### src/rtl/muldiv_unit_pkg.sv
// Shared types and encodings for the RV32M multiply/divide unit.
package muldiv_unit_pkg;

    localparam logic [6:0] FUNC7_MULDIV = 7'b0000001;
    localparam logic [6:0] OPCODE_OP    = 7'b0110011;

    typedef enum logic [2:0] {
        OP_MUL    = 3'b000,
        OP_MULH   = 3'b001,
        OP_MULHSU = 3'b010,
        OP_MULHU  = 3'b011,
        OP_DIV    = 3'b100,
        OP_DIVU   = 3'b101,
        OP_REM    = 3'b110,
        OP_REMU   = 3'b111
    } muldiv_op_e;

    typedef enum logic [1:0] {
        IDLE = 2'b00,
        MUL  = 2'b01,
        DIV  = 2'b10,
        DONE = 2'b11
    } muldiv_state_e;

endpackage

### src/rtl/muldiv_unit.sv
// Iterative radix-2 RV32M multiply/divide unit with valid/ready handshakes.
module muldiv_unit
    import muldiv_unit_pkg::*;
#(
    parameter int unsigned XLEN = 32
) (
    input  logic            clk_i,
    input  logic            rst_ni,
    input  logic            valid_i,
    output logic            ready_o,
    input  logic [XLEN-1:0] data1_i,
    input  logic [XLEN-1:0] data2_i,
    input  logic [2:0]      func3_i,
    input  logic            flush_i,
    output logic            valid_o,
    input  logic            ready_i,
    output logic [XLEN-1:0] result_o,
    output logic            busy_o
);

    localparam int unsigned    CNT_W   = $clog2(XLEN) + 1;
    localparam int unsigned    AW      = 2 * XLEN;
    localparam logic [XLEN-1:0] MIN_INT = {1'b1, {(XLEN-1){1'b0}}};

    muldiv_state_e    state_q, state_d;
    muldiv_op_e       op_q, op_d, op_in;
    logic [CNT_W-1:0] cnt_q, cnt_d;
    logic [AW-1:0]    acc_q, acc_d;
    logic [XLEN-1:0]  b_q, b_d;
    logic             a_neg_q, a_neg_d, b_neg_q, b_neg_d, special_q, special_d;
    logic             valid_q, valid_d, ready_q, ready_d, busy_q, busy_d;
    logic [XLEN-1:0]  result_q, result_d;

    logic             a_neg_in, b_neg_in, div0_in, ovf_in;
    logic [XLEN-1:0]  a_mag_in, b_mag_in;
    logic [XLEN:0]    mul_upper, div_shift, div_diff;
    logic [AW-1:0]    mul_next, div_next, prod_s;
    logic [XLEN-1:0]  quo, rem, res_c;

    // Request decode: operand magnitudes, sign flags and early-out detection
    always_comb begin
        op_in    = muldiv_op_e'(func3_i);
        a_neg_in = (op_in inside {OP_MULH, OP_MULHSU, OP_DIV, OP_REM}) && data1_i[XLEN-1];
        b_neg_in = (op_in inside {OP_MULH, OP_DIV, OP_REM}) && data2_i[XLEN-1];
        a_mag_in = a_neg_in ? -data1_i : data1_i;
        b_mag_in = b_neg_in ? -data2_i : data2_i;
        div0_in  = func3_i[2] && (data2_i == '0);
        ovf_in   = (op_in inside {OP_DIV, OP_REM}) && (data1_i == MIN_INT) && (data2_i == '1);
    end

    // One radix-2 step: shift-add for multiply, restoring shift-subtract for divide
    always_comb begin
        mul_upper = {1'b0, acc_q[AW-1:XLEN]} + (acc_q[0] ? {1'b0, b_q} : '0);
        mul_next  = {mul_upper, acc_q[XLEN-1:1]};
        div_shift = acc_q[AW-1:XLEN-1];
        div_diff  = div_shift - {1'b0, b_q};
        if (div_diff[XLEN]) begin
            div_next = {div_shift[XLEN-1:0], acc_q[XLEN-2:0], 1'b0};
        end else begin
            div_next = {div_diff[XLEN-1:0], acc_q[XLEN-2:0], 1'b1};
        end
    end

    // Final result: apply stored signs unless the op was an early-out
    always_comb begin
        prod_s = (a_neg_q ^ b_neg_q) ? -acc_q : acc_q;
        quo    = acc_q[XLEN-1:0];
        rem    = acc_q[AW-1:XLEN];
        if (!special_q) begin
            if (a_neg_q ^ b_neg_q) quo = -acc_q[XLEN-1:0];
            if (a_neg_q)           rem = -acc_q[AW-1:XLEN];
        end
        unique case (op_q)
            OP_MUL:                        res_c = prod_s[XLEN-1:0];
            OP_MULH, OP_MULHSU, OP_MULHU:  res_c = prod_s[AW-1:XLEN];
            OP_DIV, OP_DIVU:               res_c = quo;
            default:                       res_c = rem;
        endcase
    end

    // Next-state and datapath update; flush overrides everything
    always_comb begin
        state_d   = state_q;
        op_d      = op_q;
        cnt_d     = cnt_q;
        acc_d     = acc_q;
        b_d       = b_q;
        a_neg_d   = a_neg_q;
        b_neg_d   = b_neg_q;
        special_d = special_q;
        valid_d   = valid_q;
        result_d  = result_q;

        unique case (state_q)
            IDLE: begin
                if (valid_i && ready_q && !flush_i) begin
                    op_d      = op_in;
                    a_neg_d   = a_neg_in;
                    b_neg_d   = b_neg_in;
                    b_d       = b_mag_in;
                    special_d = div0_in || ovf_in;
                    cnt_d     = CNT_W'(XLEN);
                    if (div0_in) begin
                        acc_d   = {data1_i, {XLEN{1'b1}}};
                        state_d = DONE;
                    end else if (ovf_in) begin
                        acc_d   = {{XLEN{1'b0}}, data1_i};
                        state_d = DONE;
                    end else begin
                        acc_d   = {{XLEN{1'b0}}, a_mag_in};
                        state_d = func3_i[2] ? DIV : MUL;
                    end
                end
            end
            MUL: begin
                acc_d = mul_next;
                cnt_d = cnt_q - CNT_W'(1);
                if (cnt_q == CNT_W'(1)) state_d = DONE;
            end
            DIV: begin
                acc_d = div_next;
                cnt_d = cnt_q - CNT_W'(1);
                if (cnt_q == CNT_W'(1)) state_d = DONE;
            end
            default: begin
                if (!valid_q) begin
                    valid_d  = 1'b1;
                    result_d = res_c;
                end else if (ready_i) begin
                    valid_d = 1'b0;
                    state_d = IDLE;
                end
            end
        endcase

        if (flush_i) begin
            state_d = IDLE;
            valid_d = 1'b0;
            cnt_d   = '0;
        end

        ready_d = (state_d == IDLE);
        busy_d  = (state_d != IDLE);
    end

    // State and datapath registers
    always_ff @(posedge clk_i or negedge rst_ni) begin
        if (!rst_ni) begin
            state_q   <= IDLE;
            op_q      <= OP_MUL;
            cnt_q     <= '0;
            acc_q     <= '0;
            b_q       <= '0;
            a_neg_q   <= 1'b0;
            b_neg_q   <= 1'b0;
            special_q <= 1'b0;
            valid_q   <= 1'b0;
            result_q  <= '0;
            ready_q   <= 1'b1;
            busy_q    <= 1'b0;
        end else begin
            state_q   <= state_d;
            op_q      <= op_d;
            cnt_q     <= cnt_d;
            acc_q     <= acc_d;
            b_q       <= b_d;
            a_neg_q   <= a_neg_d;
            b_neg_q   <= b_neg_d;
            special_q <= special_d;
            valid_q   <= valid_d;
            result_q  <= result_d;
            ready_q   <= ready_d;
            busy_q    <= busy_d;
        end
    end

    assign valid_o  = valid_q;
    assign ready_o  = ready_q;
    assign busy_o   = busy_q;
    assign result_o = result_q;

endmodule

### config.mk
export PLATFORM = sky130hd
export DESIGN_NAME = muldiv_unit
export DESIGN_NICKNAME = d
export VERILOG_FILES = /design/src/rtl/muldiv_unit_pkg.sv /design/src/rtl/muldiv_unit.sv
export SDC_FILE = /design/constraint.sdc
export NUM_CORES = 1
export LEC_CHECK = 0
export CORE_MARGIN = 8
export CORE_UTILIZATION = 40
export CTS_BUF_LIST = sky130_fd_sc_hd__clkbuf_4
export CTS_CLUSTER_DIAMETER = 40
export CTS_CLUSTER_SIZE = 16
export DETAILED_ROUTE_END_ITERATION = 10
export PLACE_DENSITY = 0.67
export SLEW_MARGIN = 25
export SYNTH_ARGS = -nofsm -noshare
export SYNTH_HDL_FRONTEND = slang
export SYNTH_SLANG_ARGS = --single-unit
### constraint.sdc
create_clock -name clk_i -period 3.8 [get_ports clk_i]
set_input_delay 0.38 -clock clk_i [delete_from_list [all_inputs] [get_ports clk_i]]
set_output_delay 0.38 -clock clk_i [all_outputs]
set_load 0.005 [all_outputs]
==> impl_metrics.tcl <==
set metrics [dict create \
    vias 16260 \
    cts_tree "yes" \
    cts_made_buffers 17 \
    vias_per_cell 6.318 \
    grt_overflow 0 \
    final_antenna_net_count 0 \
    rows 70 \
    die_area_um2 43550 \
    die_y_um 208.7 \
    leakage_nw 7.046 \
    max_freq_ghz 0.2763 \
    status "finished clean" \
    antenna_found_initial 3 \
    cts_root_buf "clkbuf_4" \
    placed_area_um2 16550 \
    yosysTopAreaCell "dfrtp_1" \
    coreArea_um2 36610 \
    synth_area_leaders "dfrtp_1 24%, a21oi_1 7.1%, ha_1 6.3%" \
    drc_errors 0 \
    wl_per_cell_um 22.13 \
    fin_crit_ns 3.620 \
    synthesis.nets 2182 \
    seq_area_frac_synth_pct 24.44 \
    slowest_delay_ns 0.49 \
    drv_cap 0 \
    max-slew-margin-rel_pct 24.30 \
    setup_viol 0 \
    async_reset_ff_share_pct 100.0 \
    clock_latency_ns 0.65 \
    dr.first_iter.drc_count 1542 \
    yosysWarnings 0 \
    ys_types 85 \
    gp_congestion 1.052 \
    worstPathCellList "inv_1, ha_1, fa_1, nand2b_1, a21o_1, a2111o_1, a211oi_2, nor3_2, xnor2_2, buf_12, mux2_2, a221oi_2, nor3_1" \
    final_layout_size_suffix_gt1_share_pct 8.230 \
    rr_endpoint "acc_q[43]" \
    yosys-top-cells-count "226 x nand2_1, 211 x a21oi_1, 201 x nor2_1, 178 x o21ai_0, 144 x dfrtp_1" \
    path_max_fanout 25 \
    layout.nets 2238 \
    area_delta_synth_final_pct 13.86 \
    synth_cells 2033 \
    clkSinkCount 145 \
    endpoint_kind "flop" \
    grt_pass1_vias 15470 \
    peakVddDrop_mv 0.4683 \
    grt_setup_unrepaired "yes" \
    netlist.area_leader.share_pct 24.26 \
    p_per_area_nw_per_um2 974.8 \
    hpwl_um 43980 \
    portBuffers 106 \
    fp.dieW_um 208.7 \
    ys_ff_latch 145 \
    fin_skew_ns 0.03455 \
    clock_path_buffers 2 \
    hold_viol 0 \
    cp.required_ns 4.30 \
    slowest_stage "a2111o_1" \
    finalMaxSlewViolations 0 \
    io_pins 107 \
    wl_um 56930 \
    worst_slew_pin_slew_ns 1.133 \
    grt_pass1_wl_um 87910 \
    start_util_pct 40.57 \
    final_area_um2 16910 \
    worstPathArrival_ns 4.12 \
    synth_edf_count 0 \
    grt_max_degree 75 \
    worstSetupStartpointType "flop" \
    regToRegSetupSlack_ns 0.18 \
    clk_pin_slew_worst_paths_ns 0.15 \
    worst_r2r_path_depth 13 \
    grt_util_all_layers_pct 25.24 \
    htree_levels 4 \
    postCtsSetupBuffers 0 \
    fin_crit_sh_pct 95.26 \
    ys.flop_type "dfrtp_1" \
    avgSynthCellArea_um2 7.306 \
    setup_tns_ns 0 \
    min_path_type "in -> async" \
    timing.rr.start "acc_q[31]" \
    syn-cell-area_um2 14850 \
    critPathKind "reg -> reg" \
    firstDrtPassIters 6 \
    synth.most_common_cell "nand2_1" \
]
cells by family (layout without fill, tap and decap cells):
group,after synthesis,count (layout),share of synthesized area (%)
muxes,33,33,2.451
DFF,145,145,24.44
xor gates and xnor gates,155,155,9.140
and+or+nand+nor,707,707,22.69
other,0,3,0
AOI/OAI and AO/OA,694,694,28.80
buffers and inverters,222,291,5.888
adders and majority gates,77,77,6.587
critical path, delay by kind of cell (launching register included):
kind | cells | cell delay [ns]
compound gates | 4 | 1.19
fa+ha+maj | 2 | 0.60
simple gates | 3 | 0.39
flops | 1 | 0.38
mux | 1 | 0.37
buf+inv | 2 | 0.29
xor+xnor | 1 | 0.22
metrics by stage:
stage / hold slack, ns / std cells / power [mW] / utilization, % / setup slack (ns)
finish: 0.2960 / 2573 / 16.48 / 46.19 / 0.1801
CTS: 0.2973 / 2570 / 16.10 / 46.02 / 0.1383
global placement: 0.4442 / 2537 / 14.82 / 45.21 / 0.2006
detailed placement: 0.4447 / 2537 / 14.96 / 45.21 / 0.1500
floorplan: 0.08441 / 2033 / 11.16 / - / 0.3800
global route: 0.3636 / 2572 / 17.69 / 46.19 / -0.002216
final cells by class:
type	count	area, um^2
clock buffers	19	142.6
multi-input cells	1666	10450
well taps	468	585.6
inverters	81	304.0
flip-flops and latches	145	3630
repair buffers	178	1643
fillers	3723	19700
diodes	3	7.507
clock inverters	13	145.1
registers in the layout (all words and copies together), names as in the netlist:
signal	cells
result_o	32
state_q	2
a_neg_q	1
cnt_q	6
b_neg_q	1
op_q	3
acc_q	64
b_q	32
special_q	1
ready_o	1
busy_o	1
valid_o	1
report_power, final:
part | switching, mW | internal, mW | leakage (nW)
Sequential | 1.01 | 2.21 | 1.82
Clock | 0.636 | 0.461 | 0.158
Combinational | 7.26 | 4.90 | 5.07
Total | 8.91 | 7.58 | 7.05
what timing repair did:
action	4_1_cts	5_1_grt
setup endpoints to repair	0	20
resized for setup	0	8
hold endpoints to repair	63	0
hold buffers	1	0
placed cells by master, fill, tap and decap left out, types with 8 or more instances in the layout:
cell type	count
o21ai_1	25
nand4_1	23
nand2_1	225
mux2_2	23
clkdlybuf4s50_1	105
mux2i_1	9
a21oi_1	210
o31ai_1	18
inv_1	81
o21ai_0	176
or2_2	8
nand2b_1	21
ha_1	73
and2_1	10
buf_4	68
a22oi_1	41
dfrtp_1	144
nor4_1	25
nor2b_1	12
a211oi_1	13
a21o_1	32
a221oi_1	31
nor2_1	199
xnor2_1	80
o211ai_1	13
clkbuf_4	19
nor3_1	72
nand3_1	34
xor2_1	71
or3_1	19
a31oi_1	37
o21bai_1	9
how the worst max path moves through the flow:
stage | startpoint | endpoint | slack [ns] | cells past startpoint
CTS | acc_q[31] | acc_q[43] | 0.14 | 13
global route | acc_q[31] | acc_q[43] | -0.002 | 13
global placement | data2_i[11] | acc_q[59] | 0.20 | 9
detailed placement | data2_i[11] | acc_q[59] | 0.15 | 9
finish | acc_q[31] | acc_q[43] | 0.18 | 13
floorplan | acc_q[32] | acc_q[43] | 0.38 | 13
layer usage:
metal	vias to the layer above	track usage, %	routed length, um	share of wire [%]
li1	7494	-	-	-
met1	7706	32.18	23240	41
met2	885	39.15	24980	44
met3	171	5.388	5487	9.6
met4	0	14.43	3222	5.7
met5	-	0	0	0
(Power assumes the default switching activity.)
